$ cat src/rtl/conv_output_drain_if.sv
// Accumulator-side handshake and packed output bus of the conv output drain.
// The drain connects through the slave modport; the producer/sink side uses master.
interface conv_output_drain_if #(
    parameter int unsigned IO_DATA_WIDTH      = 16,
    parameter int unsigned ACCUMULATION_WIDTH = 32,
    parameter int unsigned FEATURE_MAP_WIDTH  = 64,
    parameter int unsigned FEATURE_MAP_HEIGHT = 64,
    parameter int unsigned OUTPUT_NB_CHANNELS = 32
);
    localparam int unsigned XW = $clog2(FEATURE_MAP_WIDTH);
    localparam int unsigned YW = $clog2(FEATURE_MAP_HEIGHT);
    localparam int unsigned CW = $clog2(OUTPUT_NB_CHANNELS);

    logic                          start;
    logic                          acc_valid;
    logic                          acc_ready;
    logic [ACCUMULATION_WIDTH-1:0] acc_data;
    logic                          out_ready;
    logic                          output_valid;
    logic [IO_DATA_WIDTH-1:0]      con_1;
    logic [IO_DATA_WIDTH-1:0]      con_2;
    logic [IO_DATA_WIDTH-1:0]      con_3;
    logic [XW-1:0]                 output_x;
    logic [YW-1:0]                 output_y;
    logic [CW-1:0]                 output_ch;
    logic                          driving_cons;
    logic                          frame_done;

    modport master (
        output start, acc_valid, acc_data, out_ready,
        input  acc_ready, output_valid, con_1, con_2, con_3,
        input  output_x, output_y, output_ch, driving_cons, frame_done
    );

    modport slave (
        input  start, acc_valid, acc_data, out_ready,
        output acc_ready, output_valid, con_1, con_2, con_3,
        output output_x, output_y, output_ch, driving_cons, frame_done
    );
endinterface

$ cat src/rtl/conv_output_drain.sv
// Quantises accumulated conv results, packs three channels per beat and streams the
// beats through a small fall-through FIFO onto the con bus, owning bus turnaround.
module conv_output_drain #(
    parameter int unsigned IO_DATA_WIDTH      = 16,
    parameter int unsigned ACCUMULATION_WIDTH = 32,
    parameter int unsigned FEATURE_MAP_WIDTH  = 64,
    parameter int unsigned FEATURE_MAP_HEIGHT = 64,
    parameter int unsigned OUTPUT_NB_CHANNELS = 32,
    parameter int unsigned OUT_SHIFT          = 8,
    parameter int unsigned FIFO_DEPTH         = 4
) (
    input logic                clk,
    input logic                arst_n_in,
    conv_output_drain_if.slave drain_io
);
    localparam int unsigned AW = ACCUMULATION_WIDTH;
    localparam int unsigned IW = IO_DATA_WIDTH;
    localparam int unsigned XW = $clog2(FEATURE_MAP_WIDTH);
    localparam int unsigned YW = $clog2(FEATURE_MAP_HEIGHT);
    localparam int unsigned CW = $clog2(OUTPUT_NB_CHANNELS);
    localparam int unsigned PW = $clog2(FIFO_DEPTH);
    localparam int unsigned EW = 3 * IW + XW + YW + CW;

    localparam logic signed [AW:0] QRnd =
        (OUT_SHIFT > 0) ? ((AW + 1)'(1) << (OUT_SHIFT - 1)) : '0;
    localparam logic signed [AW:0] QMax = (AW + 1)'((64'(1) << (IW - 1)) - 64'(1));
    localparam logic signed [AW:0] QMin = ~QMax;

    typedef enum logic [1:0] {StIdle, StTurnOn, StStream, StTurnOff} state_e;

    state_e         state_q, state_d;
    logic [1:0]     lane_q, lane_d;
    logic [IW-1:0]  l1_q, l1_d, l2_q, l2_d;
    logic [CW-1:0]  ch_q, ch_d;
    logic [XW-1:0]  x_q, x_d;
    logic [YW-1:0]  y_q, y_d;
    logic           in_done_q, in_done_d;
    logic [PW-1:0]  wptr_q, wptr_d, rptr_q, rptr_d;
    logic [PW:0]    cnt_q, cnt_d;
    logic [EW-1:0]  mem_q [FIFO_DEPTH];

    logic signed [AW:0] q_sum, q_shift;
    logic [IW-1:0]  q_val;
    logic           stream, fifo_full, out_valid, pop, push, acc_rdy, acc_fire;
    logic           pix_end, beat_done;
    logic [IW-1:0]  push_c1, push_c2, push_c3;
    logic [EW-1:0]  push_entry, rd_entry;

    // Round half up, arithmetic shift, then clamp to the lane range.
    always_comb begin
        q_sum   = $signed({drain_io.acc_data[AW-1], drain_io.acc_data}) + QRnd;
        q_shift = q_sum >>> OUT_SHIFT;
        if (q_shift > QMax) begin
            q_val = QMax[IW-1:0];
        end else if (q_shift < QMin) begin
            q_val = QMin[IW-1:0];
        end else begin
            q_val = q_shift[IW-1:0];
        end
    end

    always_comb begin
        stream    = (state_q == StStream);
        fifo_full = (cnt_q == (PW + 1)'(FIFO_DEPTH));
        out_valid = stream && (cnt_q != '0);
        pop       = out_valid && drain_io.out_ready;
        pix_end   = (32'(ch_q) + 32'(lane_q)) == 32'(OUTPUT_NB_CHANNELS - 1);
        beat_done = (lane_q == 2'd2) || pix_end;
        // A completing word needs a FIFO slot now; earlier lanes only need the pack register.
        acc_rdy   = stream && !in_done_q && (!beat_done || !fifo_full || pop);
        acc_fire  = drain_io.acc_valid && acc_rdy;
        push      = acc_fire && beat_done;
        push_c1   = (lane_q == 2'd0) ? q_val : l1_q;
        push_c2   = (lane_q == 2'd1) ? q_val : ((lane_q == 2'd2) ? l2_q : '0);
        push_c3   = (lane_q == 2'd2) ? q_val : '0;
        push_entry = {push_c1, push_c2, push_c3, x_q, y_q, ch_q};
        wptr_d    = wptr_q + PW'(push);
        rptr_d    = rptr_q + PW'(pop);
        cnt_d     = cnt_q + (PW + 1)'(push) - (PW + 1)'(pop);
    end

    always_comb begin
        lane_d    = lane_q;
        l1_d      = l1_q;
        l2_d      = l2_q;
        ch_d      = ch_q;
        x_d       = x_q;
        y_d       = y_q;
        in_done_d = in_done_q;
        if ((state_q == StIdle) && drain_io.start) begin
            lane_d    = '0;
            ch_d      = '0;
            x_d       = '0;
            y_d       = '0;
            in_done_d = 1'b0;
        end else if (acc_fire) begin
            if (beat_done) begin
                lane_d = '0;
                if (pix_end) begin
                    ch_d = '0;
                    if (x_q == XW'(FEATURE_MAP_WIDTH - 1)) begin
                        x_d = '0;
                        if (y_q == YW'(FEATURE_MAP_HEIGHT - 1)) begin
                            y_d       = '0;
                            in_done_d = 1'b1;
                        end else begin
                            y_d = y_q + YW'(1);
                        end
                    end else begin
                        x_d = x_q + XW'(1);
                    end
                end else begin
                    ch_d = ch_q + CW'(3);
                end
            end else begin
                lane_d = lane_q + 2'd1;
                if (lane_q == 2'd0) begin
                    l1_d = q_val;
                end else begin
                    l2_d = q_val;
                end
            end
        end
    end

    always_comb begin
        state_d = state_q;
        unique case (state_q)
            StIdle:    if (drain_io.start) state_d = StTurnOn;
            StTurnOn:  state_d = StStream;
            // Only the final beat can be left once the input side is done.
            StStream:  if (pop && in_done_q && (cnt_q == (PW + 1)'(1))) state_d = StTurnOff;
            StTurnOff: state_d = StIdle;
            default:   state_d = StIdle;
        endcase
    end

    always_ff @(posedge clk) begin
        if (!arst_n_in) begin
            state_q   <= StIdle;
            lane_q    <= '0;
            l1_q      <= '0;
            l2_q      <= '0;
            ch_q      <= '0;
            x_q       <= '0;
            y_q       <= '0;
            in_done_q <= 1'b0;
            wptr_q    <= '0;
            rptr_q    <= '0;
            cnt_q     <= '0;
        end else begin
            state_q   <= state_d;
            lane_q    <= lane_d;
            l1_q      <= l1_d;
            l2_q      <= l2_d;
            ch_q      <= ch_d;
            x_q       <= x_d;
            y_q       <= y_d;
            in_done_q <= in_done_d;
            wptr_q    <= wptr_d;
            rptr_q    <= rptr_d;
            cnt_q     <= cnt_d;
        end
    end

    always_ff @(posedge clk) begin
        if (push) begin
            mem_q[wptr_q] <= push_entry;
        end
    end

    assign rd_entry = mem_q[rptr_q];

    always_comb begin
        drain_io.acc_ready    = acc_rdy;
        drain_io.output_valid = out_valid;
        {drain_io.con_1, drain_io.con_2, drain_io.con_3,
         drain_io.output_x, drain_io.output_y, drain_io.output_ch} = out_valid ? rd_entry : '0;
        drain_io.driving_cons = (state_q == StTurnOn) || (state_q == StStream);
        drain_io.frame_done   = (state_q == StTurnOff);
    end
endmodule
$ cat src/flat_wrapper.sv
// flat-port wrapper written by rule: the top's interface ports become plain ports
module conv_output_drain_flat 
#(
    parameter int unsigned IO_DATA_WIDTH      = 16,
    parameter int unsigned ACCUMULATION_WIDTH = 32,
    parameter int unsigned FEATURE_MAP_WIDTH  = 64,
    parameter int unsigned FEATURE_MAP_HEIGHT = 64,
    parameter int unsigned OUTPUT_NB_CHANNELS = 32,
    parameter int unsigned OUT_SHIFT          = 8,
    parameter int unsigned FIFO_DEPTH         = 4
)
  (clk, arst_n_in, drain_io_start, drain_io_acc_valid, drain_io_acc_data, drain_io_out_ready, drain_io_acc_ready, drain_io_output_valid, drain_io_con_1, drain_io_con_2, drain_io_con_3, drain_io_output_x, drain_io_output_y, drain_io_output_ch, drain_io_driving_cons, drain_io_frame_done);
  conv_output_drain_if #(.IO_DATA_WIDTH(IO_DATA_WIDTH), .ACCUMULATION_WIDTH(ACCUMULATION_WIDTH), .FEATURE_MAP_WIDTH(FEATURE_MAP_WIDTH), .FEATURE_MAP_HEIGHT(FEATURE_MAP_HEIGHT), .OUTPUT_NB_CHANNELS(OUTPUT_NB_CHANNELS)) drain_io_i ();
  input logic clk;
  input logic arst_n_in;
  input wire logic [$bits(drain_io_i.start)-1:0] drain_io_start;
  input wire logic [$bits(drain_io_i.acc_valid)-1:0] drain_io_acc_valid;
  input wire logic [$bits(drain_io_i.acc_data)-1:0] drain_io_acc_data;
  input wire logic [$bits(drain_io_i.out_ready)-1:0] drain_io_out_ready;
  output wire logic [$bits(drain_io_i.acc_ready)-1:0] drain_io_acc_ready;
  output wire logic [$bits(drain_io_i.output_valid)-1:0] drain_io_output_valid;
  output wire logic [$bits(drain_io_i.con_1)-1:0] drain_io_con_1;
  output wire logic [$bits(drain_io_i.con_2)-1:0] drain_io_con_2;
  output wire logic [$bits(drain_io_i.con_3)-1:0] drain_io_con_3;
  output wire logic [$bits(drain_io_i.output_x)-1:0] drain_io_output_x;
  output wire logic [$bits(drain_io_i.output_y)-1:0] drain_io_output_y;
  output wire logic [$bits(drain_io_i.output_ch)-1:0] drain_io_output_ch;
  output wire logic [$bits(drain_io_i.driving_cons)-1:0] drain_io_driving_cons;
  output wire logic [$bits(drain_io_i.frame_done)-1:0] drain_io_frame_done;
  assign drain_io_i.start = drain_io_start;
  assign drain_io_i.acc_valid = drain_io_acc_valid;
  assign drain_io_i.acc_data = drain_io_acc_data;
  assign drain_io_i.out_ready = drain_io_out_ready;
  assign drain_io_acc_ready = drain_io_i.acc_ready;
  assign drain_io_output_valid = drain_io_i.output_valid;
  assign drain_io_con_1 = drain_io_i.con_1;
  assign drain_io_con_2 = drain_io_i.con_2;
  assign drain_io_con_3 = drain_io_i.con_3;
  assign drain_io_output_x = drain_io_i.output_x;
  assign drain_io_output_y = drain_io_i.output_y;
  assign drain_io_output_ch = drain_io_i.output_ch;
  assign drain_io_driving_cons = drain_io_i.driving_cons;
  assign drain_io_frame_done = drain_io_i.frame_done;
  conv_output_drain #(.IO_DATA_WIDTH(IO_DATA_WIDTH), .ACCUMULATION_WIDTH(ACCUMULATION_WIDTH), .FEATURE_MAP_WIDTH(FEATURE_MAP_WIDTH), .FEATURE_MAP_HEIGHT(FEATURE_MAP_HEIGHT), .OUTPUT_NB_CHANNELS(OUTPUT_NB_CHANNELS), .OUT_SHIFT(OUT_SHIFT), .FIFO_DEPTH(FIFO_DEPTH)) u_core (.clk(clk), .arst_n_in(arst_n_in), .drain_io(drain_io_i));
endmodule
$ cat config.mk
export PLATFORM = sky130hd
export DESIGN_NAME = conv_output_drain_flat
export DESIGN_NICKNAME = d
export VERILOG_FILES = /design/src/rtl/conv_output_drain_if.sv /design/src/rtl/conv_output_drain.sv /design/src/flat_wrapper.sv
export SDC_FILE = /design/constraint.sdc
export NUM_CORES = 1
export LEC_CHECK = 0
export ABC_AREA = 1
export ABC_CLOCK_PERIOD_IN_PS = 9970
export CAP_MARGIN = 0
export CORE_MARGIN = 2
export CORE_UTILIZATION = 25
export DETAILED_ROUTE_END_ITERATION = 8
export PLACE_DENSITY = 0.38
export SYNTH_ARGS = -nofsm -noshare
export SYNTH_HDL_FRONTEND = slang
export SYNTH_SLANG_ARGS = --single-unit
$ cat constraint.sdc
create_clock -name clk -period 9.97 [get_ports clk]
set_input_delay 2.991 -clock clk [delete_from_list [all_inputs] [get_ports clk]]
set_output_delay 2.991 -clock clk [all_outputs]
set_load 0.01 [all_outputs]
==> summary.txt, run 1 <==
Critical path
  – Startpoint Class: primary input
  – CP max stage delay: 0.54 ns
  – Crit path from: drain_io_out_ready
  – Crit path max-delay family: buffers and inverters
  – CP Max Fanout: 3
  – CP arrival: 4.46 ns
  – RR Startpoint: u_core.ch_q[0]
  – Setup crit end kind: output pin
  – Cell Chain, Critical Path: clkdlybuf4s50_1, nand2_1, nand3_1, inv_1, nand2_1, nand2_1, nor2_1, clkdlybuf4s50_1
  – CP bufs+invs: 3
  – CP max stage cell: clkdlybuf4s50_1
  – Most used cell, CP: nand2_1
  – Crit path kind: primary input to output pin
  – WP data required: 6.98 ns

Die
  – Die area: 0.0596 mm²
  – Initial core utilization: 25.1%
  – Io pins: 106
  – Die X: 244 µm
  – Core footprint: 0.0574 mm²
  – FP Rows: 88
  – Die Y: 244 µm

STA
  – Worst clock skew: 0.0264 ns
  – Rel. slew slack: 29.8%
  – TNS Setup: 0 ns
  – Minimum clock period: 7.46 ns
  – Max-slew violations: 0
  – Worst Slack Setup Final: 2.51 ns
  – Fmax achieved: 134 MHz
  – RSZ-0062 raised after global routing: no
  – Worst-Margin Slew: 1.05 ns
  – Final setup viols: 0
  – Period utilization: 74.8%
  – Final hold vios: 0

Synthesis
  – Syn Nets: 1548
  – Mapped Area: 0.0144 mm²
  – Area contributors post-synth: edfxtp_1 (54%), nor2_1 (9.1%), dfxtp_1 (8.5%)
  – Yosys cell types: 40
  – Cells after synthesis: 1492
  – Top cell type's share of synthesized area: 54.2%
  – Synth warn: 0
  – FF+latch count, synth: 321
  – Synth area leader: edfxtp_1
  – Post-Syn Area per Cell: 9.66 µm²
  – Sequential-to-total area share from yosys stat: 62.7%

Route
  – Iter 0 DRT Violations: 593
  – Routed Antenna Nets: 0
  – WL/cell: 17.6 µm
  – 1st-pass router iterations: 5
  – Vias after detailed routing: 10.3k
  – Post-Route WL: 41600 µm
  – # DRC: 0
  – Vias per cell: 4.35

Pwr
  – Total power: 3.12 mW
  – Pint: 2.40 mW
  – Psw: 720 µW
  – Net switching fraction of the power: 23.1%
  – PD cells: 179 mW/mm²
  – Sequential share of power: 47.3%
  – Logic pwr share: 7.3%
  – Clock power share: 45.3%
  – Peak supply drop: 0.0916 mV
  – Pleak: 6.36 nW

Min path
  – Hold crit path type: flip-flop to flip-flop
  – HP Start: u_core.l1_q[15]

Global route
  – Initial antenna violation count: 0
  – Gr ovfl total: 0
  – GR Util All Layers: 14.0%
  – Vias in the first global route: 10.1k
  – First-pass GRT wire length: 63300 µm
  – Largest net degree at the start of global routing: 83

Finish
  – Ant diodes: 0
  – Most frequent cells in the layout: nor2_1 (349), edfxtp_1 (260), nand2_1 (203), o21ai_0 (159), a21oi_1 (109)
  – Nets: 1628
  – Commonest non-fill, non-tap cell in the layout: nor2_1
  – Fill count: 5846
  – Area Growth Syn to Fin: 21.3%
  – Layout cells sized above 1: 7.68%
  – Post-Route Utilization: 30.5%

Status
  – Outcome: complete, no violations

Clock network
  – Post_cts resized: 0
  – Post-CTS setup buffer count: 0
  – Clk pin slew, worst setup/hold paths: 0.06 ns
  – Clock Sinks: 321
  – Clock tree root driver cell: clkbuf_16
  – Hold_buf cts: 0
  – CTS tree: done
  – H-tree level count: 2
  – TritonCTS Buffers: 38
  – Clk Latency, worst-skew pair: 0.56 ns
  – Clock buffer depth: 3

Placed design
  – PortBufs: 98
  – Pre-CTS WS: 2.47 ns
  – Dpl hpwl: 24700 µm
  – GPL Wtd Cong: 0.771

Flow run
  – Number of max-cap violations: 0
-- kinds of logic (layout without fill, tap and decap cells) --
| logic type | Yosys count | count (layout) | share of synthesized area (%) |
|---|---|---|---|
| and+or+nand+nor | 657 | 657 | 19.0 |
| DFF | 321 | 321 | 62.7 |
| xor gates and xnor gates | 22 | 22 | 1.34 |
| buffers and inverters | 190 | 299 | 5.15 |
| adders and majority gates | 19 | 19 | 1.75 |
| AOI/OAI and AO/OA | 283 | 283 | 10.2 |
-- through the flow --
stage	cells	cell area (µm²)	hold slack, ns
floorplan	1492	14400	0.445
global placement	2297	16200	0.451
detailed placement	2297	16200	0.457
CTS	2366	17500	0.466
global route	2366	17500	0.479
finish	2366	17500	0.464
-- Yosys cell counts, drive strengths merged --
master    n
fa        2
and3      1
and2      2
inv     113
nand4    11
a21o      1
or2       1
xnor2    10
ha       17
nor4      2
buf      25
o311ai    1
a21oi   119
nand3    57
o21ai   161
nand3b    4
nand2   210
dfxtp    61
nor2    359
xor2     12
edfxtp  260
clkbuf   51
clkinv    1
nor3     10
o21bai    1
-- final timing paths --
check	endpoint	slack (ns)	cells after the start
hold reg to reg	u_core.l1_q[15]	0.46	2
hold / removal	u_core.l1_q[15]	0.46	2
setup reg to reg	u_core.mem_q[1][12]	5.67	15
setup / recovery	drain_io_acc_ready	2.51	8
-- sequential cells by signal, summed over array words and instances (netlist names) --
signal and flops:
u_core.l1_q 16, u_core.cnt_q 3, u_core.l2_q 16, u_core.y_q 6
u_core.mem_q 260, u_core.rptr_q 2, u_core.wptr_q 2, u_core.x_q 6
u_core.ch_q 5, u_core.lane_q 2, u_core.state_q 2, u_core.in_done_q 1
-- routing by layer --
layer  global-route usage (%)  routed length [µm]  vias up
met5                        0                   0        -
met3                     2.38                1410       49
met4                     3.68                 683        0
met2                     23.5               19900      158
met1                     18.6               19700     4932
li1                         -                   -     5160
-- power by group through the flow --
stage               logic (mW)  clock network [mW]  registers (mW)
detailed placement       0.232                   0            1.51
finish                   0.229                1.41            1.48
global placement         0.230                   0            1.51
CTS                      0.234                1.46            1.48
global route             0.261                1.52            1.48
floorplan                0.143                   0            1.50
-- cell type report --
class	count	area, µm²	area share, %
Tap cell	765	957	5.48
Clock buffer	52	1070	6.15
Sequential cell	321	9030	51.7
Inverter	114	433	2.48
Clock inverter	17	200	1.15
Multi-Input combinational cell	981	4670	26.7
Timing Repair Buffer	116	1120	6.38
-- worst register-to-register path: stages (launching register included) --
cell	delay, ns
dfxtp_1	0.48
ha_1	0.22
inv_1	0.06
fa_1	0.47
inv_1	0.04
nand4_1	0.09
nor2_2	0.08
nor2_2	0.31
inv_2	0.09
nand2_1	0.10
nand3_2	0.18
inv_2	0.17
nand2_1	0.32
nor3_2	0.21
buf_4	0.31
buf_4	0.76
No activity file was read; power rests on OpenSTA's default activity.
==> inputs of run 2 (changes only) <==
--- a/config.mk
+++ b/config.mk
@@ -6,12 +6,12 @@
 export NUM_CORES = 1
 export LEC_CHECK = 0
 export ABC_AREA = 1
-export ABC_CLOCK_PERIOD_IN_PS = 9970
+export ABC_CLOCK_PERIOD_IN_PS = 6400
 export CAP_MARGIN = 0
 export CORE_MARGIN = 2
 export CORE_UTILIZATION = 25
 export DETAILED_ROUTE_END_ITERATION = 8
-export PLACE_DENSITY = 0.38
+export PLACE_DENSITY = 0.39
 export SYNTH_ARGS = -nofsm -noshare
 export SYNTH_HDL_FRONTEND = slang
 export SYNTH_SLANG_ARGS = --single-unit
==> constraint.sdc (replaced) <==
create_clock -name clk -period 6.4 [get_ports clk]
set_input_delay 1.92 -clock clk [delete_from_list [all_inputs] [get_ports clk]]
set_output_delay 1.92 -clock clk [all_outputs]
set_load 0.01 [all_outputs]
==> run 2 against run 1 <==
  * Combinational power grew 54%
  * Worst hold slack gained 0.016 ns
  * Final cell count is essentially flat
  * Clock power grew 40%
  * Via count shrank 0.74%
  * Critical path type unchanged
  * Critical endpoint unchanged
  * Highest routed layer unchanged
==> summary.txt, run 2 (synthesis results as in run 1) <==
STA
  – Max-slew violations: 0 (unchanged)
  – Worst-Margin Slew: 1.03 ns (was 1.05 ns)
  – Fmax achieved: 186 MHz
  – Rel. slew slack: 31.1% (was 29.8%)
  – TNS Setup: 0 ns (unchanged)
  – Minimum clock period: 5.36 ns
  – Final hold vios: 0 (unchanged)
  – Worst clock skew: 0.0140 ns (was 0.0264 ns)
  – Period utilization: 83.8%
  – RSZ-0062 raised after global routing: no (unchanged)
  – Final hold slack: 0.480 ns (was 0.464 ns)
  – Final setup viols: 0 (unchanged)

Route
  – 1st-pass router iterations: 5 (unchanged)
  – Iter 0 DRT Violations: 540 (was 593)
  – WL/cell: 17.2 µm (was 17.6 µm)
  – Post-Route WL: 40500 µm (was 41600 µm)
  – Vias after detailed routing: 10.2k (was 10.3k)
  – # DRC: 0 (unchanged)
  – Routed Antenna Nets: 0 (unchanged)
  – Vias per cell: 4.32 (was 4.35)

Pwr
  – Clock power share: 42.6% (was 45.3%)
  – Sequential share of power: 49.8% (was 47.3%)
  – Pleak: 6.29 nW (was 6.36 nW)
  – Pint: 3.53 mW (was 2.40 mW)
  – PD cells: 267 mW/mm² (was 179 mW/mm²)
  – Net switching fraction of the power: 23.6% (was 23.1%)
  – Psw: 1.09 mW (was 720 µW)
  – Peak supply drop: 0.152 mV (was 0.0916 mV)
  – Logic pwr share: 7.6% (was 7.3%)

Clock network
  – H-tree level count: 2 (unchanged)
  – Clk Latency, worst-skew pair: 0.55 ns (was 0.56 ns)
  – Post_cts resized: 0 (unchanged)
  – Clk pin slew, worst setup/hold paths: 0.06 ns (about the same)
  – Clock tree root driver cell: clkbuf_16 (unchanged)
  – TritonCTS Buffers: 37 (was 38)
  – Clock Sinks: 321 (unchanged)
  – Post-CTS setup buffer count: 0 (unchanged)
  – Hold_buf cts: 0 (unchanged)
  – CTS tree: done (unchanged)
  – Clock buffer depth: 3 (unchanged)

Placed design
  – PortBufs: 98 (unchanged)
  – Post-DP Area: 0.0162 mm² (about the same)
  – GPL Wtd Cong: 0.817 (was 0.771)
  – Placed cell count: 2299 (was 2297)
  – Dpl hpwl: 25000 µm (was 24700 µm)

Die
  – Initial core utilization: 25.1% (unchanged)
  – Die Y: 244 µm (unchanged)
  – Core footprint: 0.0574 mm² (unchanged)
  – Die X: 244 µm (unchanged)
  – Die area: 0.0596 mm² (unchanged)
  – Io pins: 106 (unchanged)
  – FP Rows: 88 (unchanged)

Critical path
  – CP max stage delay: 0.57 ns (was 0.54 ns)
  – Cell Chain, Critical Path: clkdlybuf4s50_1, nand2_1, nand3_1, inv_1, nand2_1, nand2_1, nor2_1, clkdlybuf4s50_1 (unchanged)
  – CP arrival: 3.44 ns (was 4.46 ns)
  – CP max stage cell: clkdlybuf4s50_1 (unchanged)
  – CP Max Fanout: 3 (unchanged)
  – Crit path kind: primary input to output pin (unchanged)
  – Startpoint Class: primary input (unchanged)
  – Most used cell, CP: nand2_1 (unchanged)
  – Setup crit end kind: output pin (unchanged)
  – WP data required: 4.48 ns (was 6.98 ns)

Global route
  – Initial antenna violation count: 0 (unchanged)
  – Largest net degree at the start of global routing: 75 (was 83)
  – Vias in the first global route: 10.1k (about the same)
  – Met2 Use GR: 22.8% (was 23.5%)
  – Global Route met1 Usage: 18.1% (was 18.6%)
  – First-pass GRT wire length: 62100 µm (was 63300 µm)
  – Gr ovfl total: 0 (unchanged)
  – Layer with the highest usage: met2 (unchanged)
  – GR Util met3: 2.39% (was 2.38%)
  – GR Util All Layers: 13.7% (was 14.0%)

Finish
  – Top Registers: u_core.mem_q (260), u_core.l1_q (16), u_core.l2_q (16) (unchanged)
  – Fin area: 0.0173 mm² (was 0.0175 mm²)
  – Layout cells sized above 1: 7.38% (was 7.68%)
  – Most flop-heavy register: u_core.mem_q (unchanged)
  – Most frequent cells in the layout: nor2_1 (349), edfxtp_1 (260), nand2_1 (203), o21ai_0 (159), a21oi_1 (109) (unchanged)
  – Max reg flops: 260 (unchanged)
  – Commonest non-fill, non-tap cell in the layout: nor2_1 (unchanged)
  – Area Growth Syn to Fin: 20.3% (was 21.3%)
  – Post-Route Utilization: 30.2% (was 30.5%)
  – Final non-filler cell total: 2364 (was 2366)
  – Nets: 1629 (was 1628)
  – Ant diodes: 0 (unchanged)

Status
  – Outcome: complete, no violations (unchanged)

Min path
  – Hold crit path type: flip-flop to flip-flop (unchanged)

Flow run
  – Number of max-cap violations: 0 (unchanged)
[run 2: cell types whose count changed in the layout (fill, tap and decap cells not counted), sizes merged]
cell	delta
bufinv	-4
clkinv	-1
buf	+2
inv	+1
[run 2: worst max-delay path, delay by kind of cell]
family | cells | cell delay (ns)
and+or+nand+nor | 5 | 0.45
buffers and inverters | 3 | 1.07
[run 2: final cells by class]
| type | count | area (µm²) |
|---|---|---|
| inverters | 114 | 433 |
| clock inverters | 13 | 83.8 |
| fillers | 5958 | 40000 |
| multi-input cells | 981 | 4670 |
| clock buffers | 52 | 1030 |
| repair buffers | 118 | 1130 |
| well taps | 765 | 957 |
| flip-flops and latches | 321 | 9030 |
[run 2: routing by layer]
| metal | vias to the layer above | part of all wire [%] |
|---|---|---|
| li1 | 5161 | - |
| met1 | 4864 | 47 |
| met2 | 141 | 48 |
| met3 | 57 | 3.6 |
| met4 | 0 | 2.2 |
| met5 | - | 0 |
[run 2: final timing paths]
check / startpoint / endpoint / slack, ns / cells after the start
worst max-delay path: drain_io_out_ready / drain_io_acc_ready / 1.04 / 8
worst min-delay path: u_core.l1_q[15] / u_core.l1_q[15] / 0.48 / 2
worst max register to register: u_core.ch_q[0] / u_core.mem_q[3][45] / 2.31 / 15
worst min register to register: u_core.l1_q[15] / u_core.l1_q[15] / 0.48 / 2
[run 2: power groups by stage]
stage	logic, mW	clock network (mW)	registers (mW)
global placement	0.353	0	2.35
global route	0.404	2.12	2.30
detailed placement	0.357	0	2.35
CTS	0.360	2.04	2.30
finish	0.352	1.97	2.30
floorplan	0.223	0	2.34
[run 2: metrics by stage]
step                      setup slack (ns)  power (mW)
after floorplan                      -1.24        2.57
after global placement               0.983        2.70
after detailed placement             0.965        2.70
after CTS                            0.959        4.71
after global routing                 0.868        4.83
final                                 1.04        4.62
==> inputs of run 3 (changes only) <==
--- a/config.mk
+++ b/config.mk
@@ -6,12 +6,12 @@
 export NUM_CORES = 1
 export LEC_CHECK = 0
 export ABC_AREA = 1
-export ABC_CLOCK_PERIOD_IN_PS = 6400
+export ABC_CLOCK_PERIOD_IN_PS = 5550
 export CAP_MARGIN = 0
 export CORE_MARGIN = 2
 export CORE_UTILIZATION = 25
 export DETAILED_ROUTE_END_ITERATION = 8
-export PLACE_DENSITY = 0.39
+export PLACE_DENSITY = 0.38
 export SYNTH_ARGS = -nofsm -noshare
 export SYNTH_HDL_FRONTEND = slang
 export SYNTH_SLANG_ARGS = --single-unit
==> constraint.sdc (replaced) <==
create_clock -name clk -period 5.55 [get_ports clk]
set_input_delay 1.665 -clock clk [delete_from_list [all_inputs] [get_ports clk]]
set_output_delay 1.665 -clock clk [all_outputs]
set_load 0.01 [all_outputs]
==> run 3 against run 2 <==
  * Count of clock-buffer cells in the layout up 11
  * Worst hold slack got worse by 0.0020 ns
  * Register-to-register slack got worse by 0.58 ns
  * Non-clock buffer count rose by 10
  * Power is 20% higher
  * Highest routed layer unchanged
==> summary.txt, run 3 (synthesis results as in run 1) <==
Global route
  – Vias in the first global route: 10.4k (was 10.1k)
  – First-pass GRT wire length: 64400 µm (was 62100 µm)
  – Gr ovfl total: 0 (unchanged)
  – GR Util All Layers: 14.1% (was 13.7%)
  – Initial antenna violation count: 0 (unchanged)
  – Largest net degree at the start of global routing: 51 (was 75)

STA
  – Max-slew violations: 0 (unchanged)
  – Rel. slew slack: 25.9% (was 31.1%)
  – Period utilization: 90.1%
  – RSZ-0062 raised after global routing: no (unchanged)
  – Final hold vios: 0 (unchanged)
  – Final hold slack: 0.478 ns (was 0.480 ns)
  – Final setup viols: 0 (unchanged)
  – Fmax achieved: 200 MHz
  – Worst-Margin Slew: 1.11 ns (was 1.03 ns)
  – TNS Setup: 0 ns (unchanged)
  – Minimum clock period: 5.00 ns
  – Worst clock skew: 0.0165 ns (was 0.0140 ns)

Critical path
  – Crit path max-delay family: buffers and inverters (unchanged)
  – CP arrival: 3.33 ns (was 3.44 ns)
  – CP Max Fanout: 37 (was 3)
  – WP data required: 3.88 ns (was 4.48 ns)
  – CP bufs+invs: 6 (was 3)
  – Crit path kind: flip-flop to output pin (was primary input to output pin)
  – CP max stage delay: 0.57 ns (about the same)
  – Cell Chain, Critical Path: inv_1, ha_1, inv_1, a21oi_1, inv_2, buf_4, buf_4, a21oi_1, clkdlybuf4s50_1 (was clkdlybuf4s50_1, nand2_1, nand3_1, inv_1, nand2_1, nand2_1, nor2_1, clkdlybuf4s50_1)
  – RR Startpoint: u_core.ch_q[0] (unchanged)
  – Crit path from: u_core.state_q[0] (was drain_io_out_ready)
  – Startpoint Class: flip-flop (was primary input)
  – Setup crit end kind: output pin (unchanged)
  – CP max stage cell: clkdlybuf4s50_1 (unchanged)

Clock network
  – Clock Sinks: 321 (unchanged)
  – CTS tree: done (unchanged)
  – Clk pin slew, worst setup/hold paths: 0.06 ns (about the same)
  – Clock buffer depth: 3 (unchanged)
  – Clk Latency, worst-skew pair: 0.56 ns (was 0.55 ns)
  – Clock tree root driver cell: clkbuf_16 (unchanged)
  – Post_cts resized: 0 (unchanged)
  – Hold_buf cts: 0 (unchanged)
  – Post-CTS setup buffer count: 0 (unchanged)
  – TritonCTS Buffers: 39 (was 37)
  – H-tree level count: 2 (unchanged)

Placed design
  – Dpl hpwl: 25800 µm (was 25000 µm)
  – Placed cell count: 2309 (was 2299)
  – Post-DP Area: 0.0164 mm² (was 0.0162 mm²)
  – GPL Wtd Cong: 0.765 (was 0.817)
  – PortBufs: 98 (unchanged)

Pwr
  – Pleak: 6.42 nW (was 6.29 nW)
  – Pint: 4.25 mW (was 3.53 mW)
  – Logic pwr share: 7.4% (was 7.6%)
  – Clock power share: 44.9% (was 42.6%)
  – Peak supply drop: 0.163 mV (was 0.152 mV)
  – Sequential share of power: 47.7% (was 49.8%)
  – Total power: 5.56 mW (was 4.62 mW)
  – PD cells: 316 mW/mm² (was 267 mW/mm²)
  – Psw: 1.31 mW (was 1.09 mW)
  – Net switching fraction of the power: 23.6% (about the same)

Status
  – Outcome: complete, no violations (unchanged)

Route
  – # DRC: 0 (unchanged)
  – Iter 0 DRT Violations: 544 (was 540)
  – WL/cell: 17.6 µm (was 17.2 µm)
  – Vias per cell: 4.42 (was 4.32)
  – Vias after detailed routing: 10.5k (was 10.2k)
  – Routed Antenna Nets: 0 (unchanged)
  – Post-Route WL: 42000 µm (was 40500 µm)
  – 1st-pass router iterations: 5 (unchanged)

Finish
  – Area Growth Syn to Fin: 22.1% (was 20.3%)
  – Nets: 1641 (was 1629)
  – Layout cells sized above 1: 8.29% (was 7.38%)
  – Most frequent cells in the layout: nor2_1 (349), edfxtp_1 (260), nand2_1 (203), o21ai_0 (159), a21oi_1 (109) (unchanged)
  – Ant diodes: 0 (unchanged)
  – Top Registers: u_core.mem_q (260), u_core.l1_q (16), u_core.l2_q (16) (unchanged)
  – Final non-filler cell total: 2381 (was 2364)
  – Fill count: 5946 (was 5958)
  – Commonest non-fill, non-tap cell in the layout: nor2_1 (unchanged)
  – Max reg flops: 260 (unchanged)
  – Most flop-heavy register: u_core.mem_q (unchanged)
  – Fin area: 0.0176 mm² (was 0.0173 mm²)

Die
  – Core footprint: 0.0574 mm² (unchanged)
  – Die area: 0.0596 mm² (unchanged)
  – FP Rows: 88 (unchanged)
  – Io pins: 106 (unchanged)
  – Die X: 244 µm (unchanged)
  – Die Y: 244 µm (unchanged)
  – Initial core utilization: 25.1% (unchanged)

Flow run
  – Number of max-cap violations: 0 (unchanged)

Min path
  – HP Start: u_core.l1_q[15] (unchanged)
  – Hold crit path type: flip-flop to flip-flop (unchanged)
-- run 3: cell count changes in the layout (fill, tap and decap cells not counted), sizes merged --
cell / previous run / this run
clkbuf: 52 / 63
buf: 20 / 30
clkinv: 15 / 10
bufinv: 0 / 1
-- run 3: layer usage --
metal  share of wire (%)  track usage [%]  up-vias  wire length (µm)
met5                   0                0        -                 0
met3                 3.4             2.50       49              1410
met4                 1.7             3.52        0               727
li1                    -                -     5212                 -
met1                  46             18.7     5120             19400
met2                  49             23.8      147             20400
-- run 3: power by group through the flow --
stage,Sequential (mW),Clock [mW],Combinational (mW)
after floorplan,2.70,0,0.257
after global placement,2.70,0,0.410
after detailed placement,2.71,0,0.418
after CTS,2.65,2.59,0.421
after global routing,2.66,2.68,0.468
final,2.65,2.49,0.411
-- run 3: layout make-up --
cell class                      instances  area [µm²]  share of cell area [%]
Sequential cell                       321        9030                    51.3
Multi-Input combinational cell        981        4670                    26.5
Clock inverter                          9        86.3                   0.490
Tap cell                              765         957                    5.44
Clock buffer                           63        1160                    6.58
Inverter                              114         433                    2.46
Timing Repair Buffer                  128        1270                    7.21
-- run 3: worst min-delay path, delay by kind of cell, from the launching register on --
family	cells	cell delay [ns]
simple gates	1	0.06
flops	1	0.31
compound gates	1	0.06
-- run 3: path summary, 6_finish.rpt --
path | slack [ns] | cells after the start | end
worst max register to register | 1.73 | 19 | u_core.cnt_q[2]
worst min-delay path | 0.48 | 2 | u_core.l1_q[15]
worst max-delay path | 0.55 | 9 | drain_io_con_1[2]
worst min register to register | 0.48 | 2 | u_core.l1_q[15]
-- run 3: per-stage QoR --
| step | worst slack, ns | utilization (%) |
|---|---|---|
| after floorplan | -1.84 | - |
| after global placement | 0.544 | 28.5 |
| after detailed placement | 0.496 | 28.5 |
| after CTS | 0.344 | 30.7 |
| after global routing | 0.248 | 30.7 |
| final | 0.551 | 30.7 |
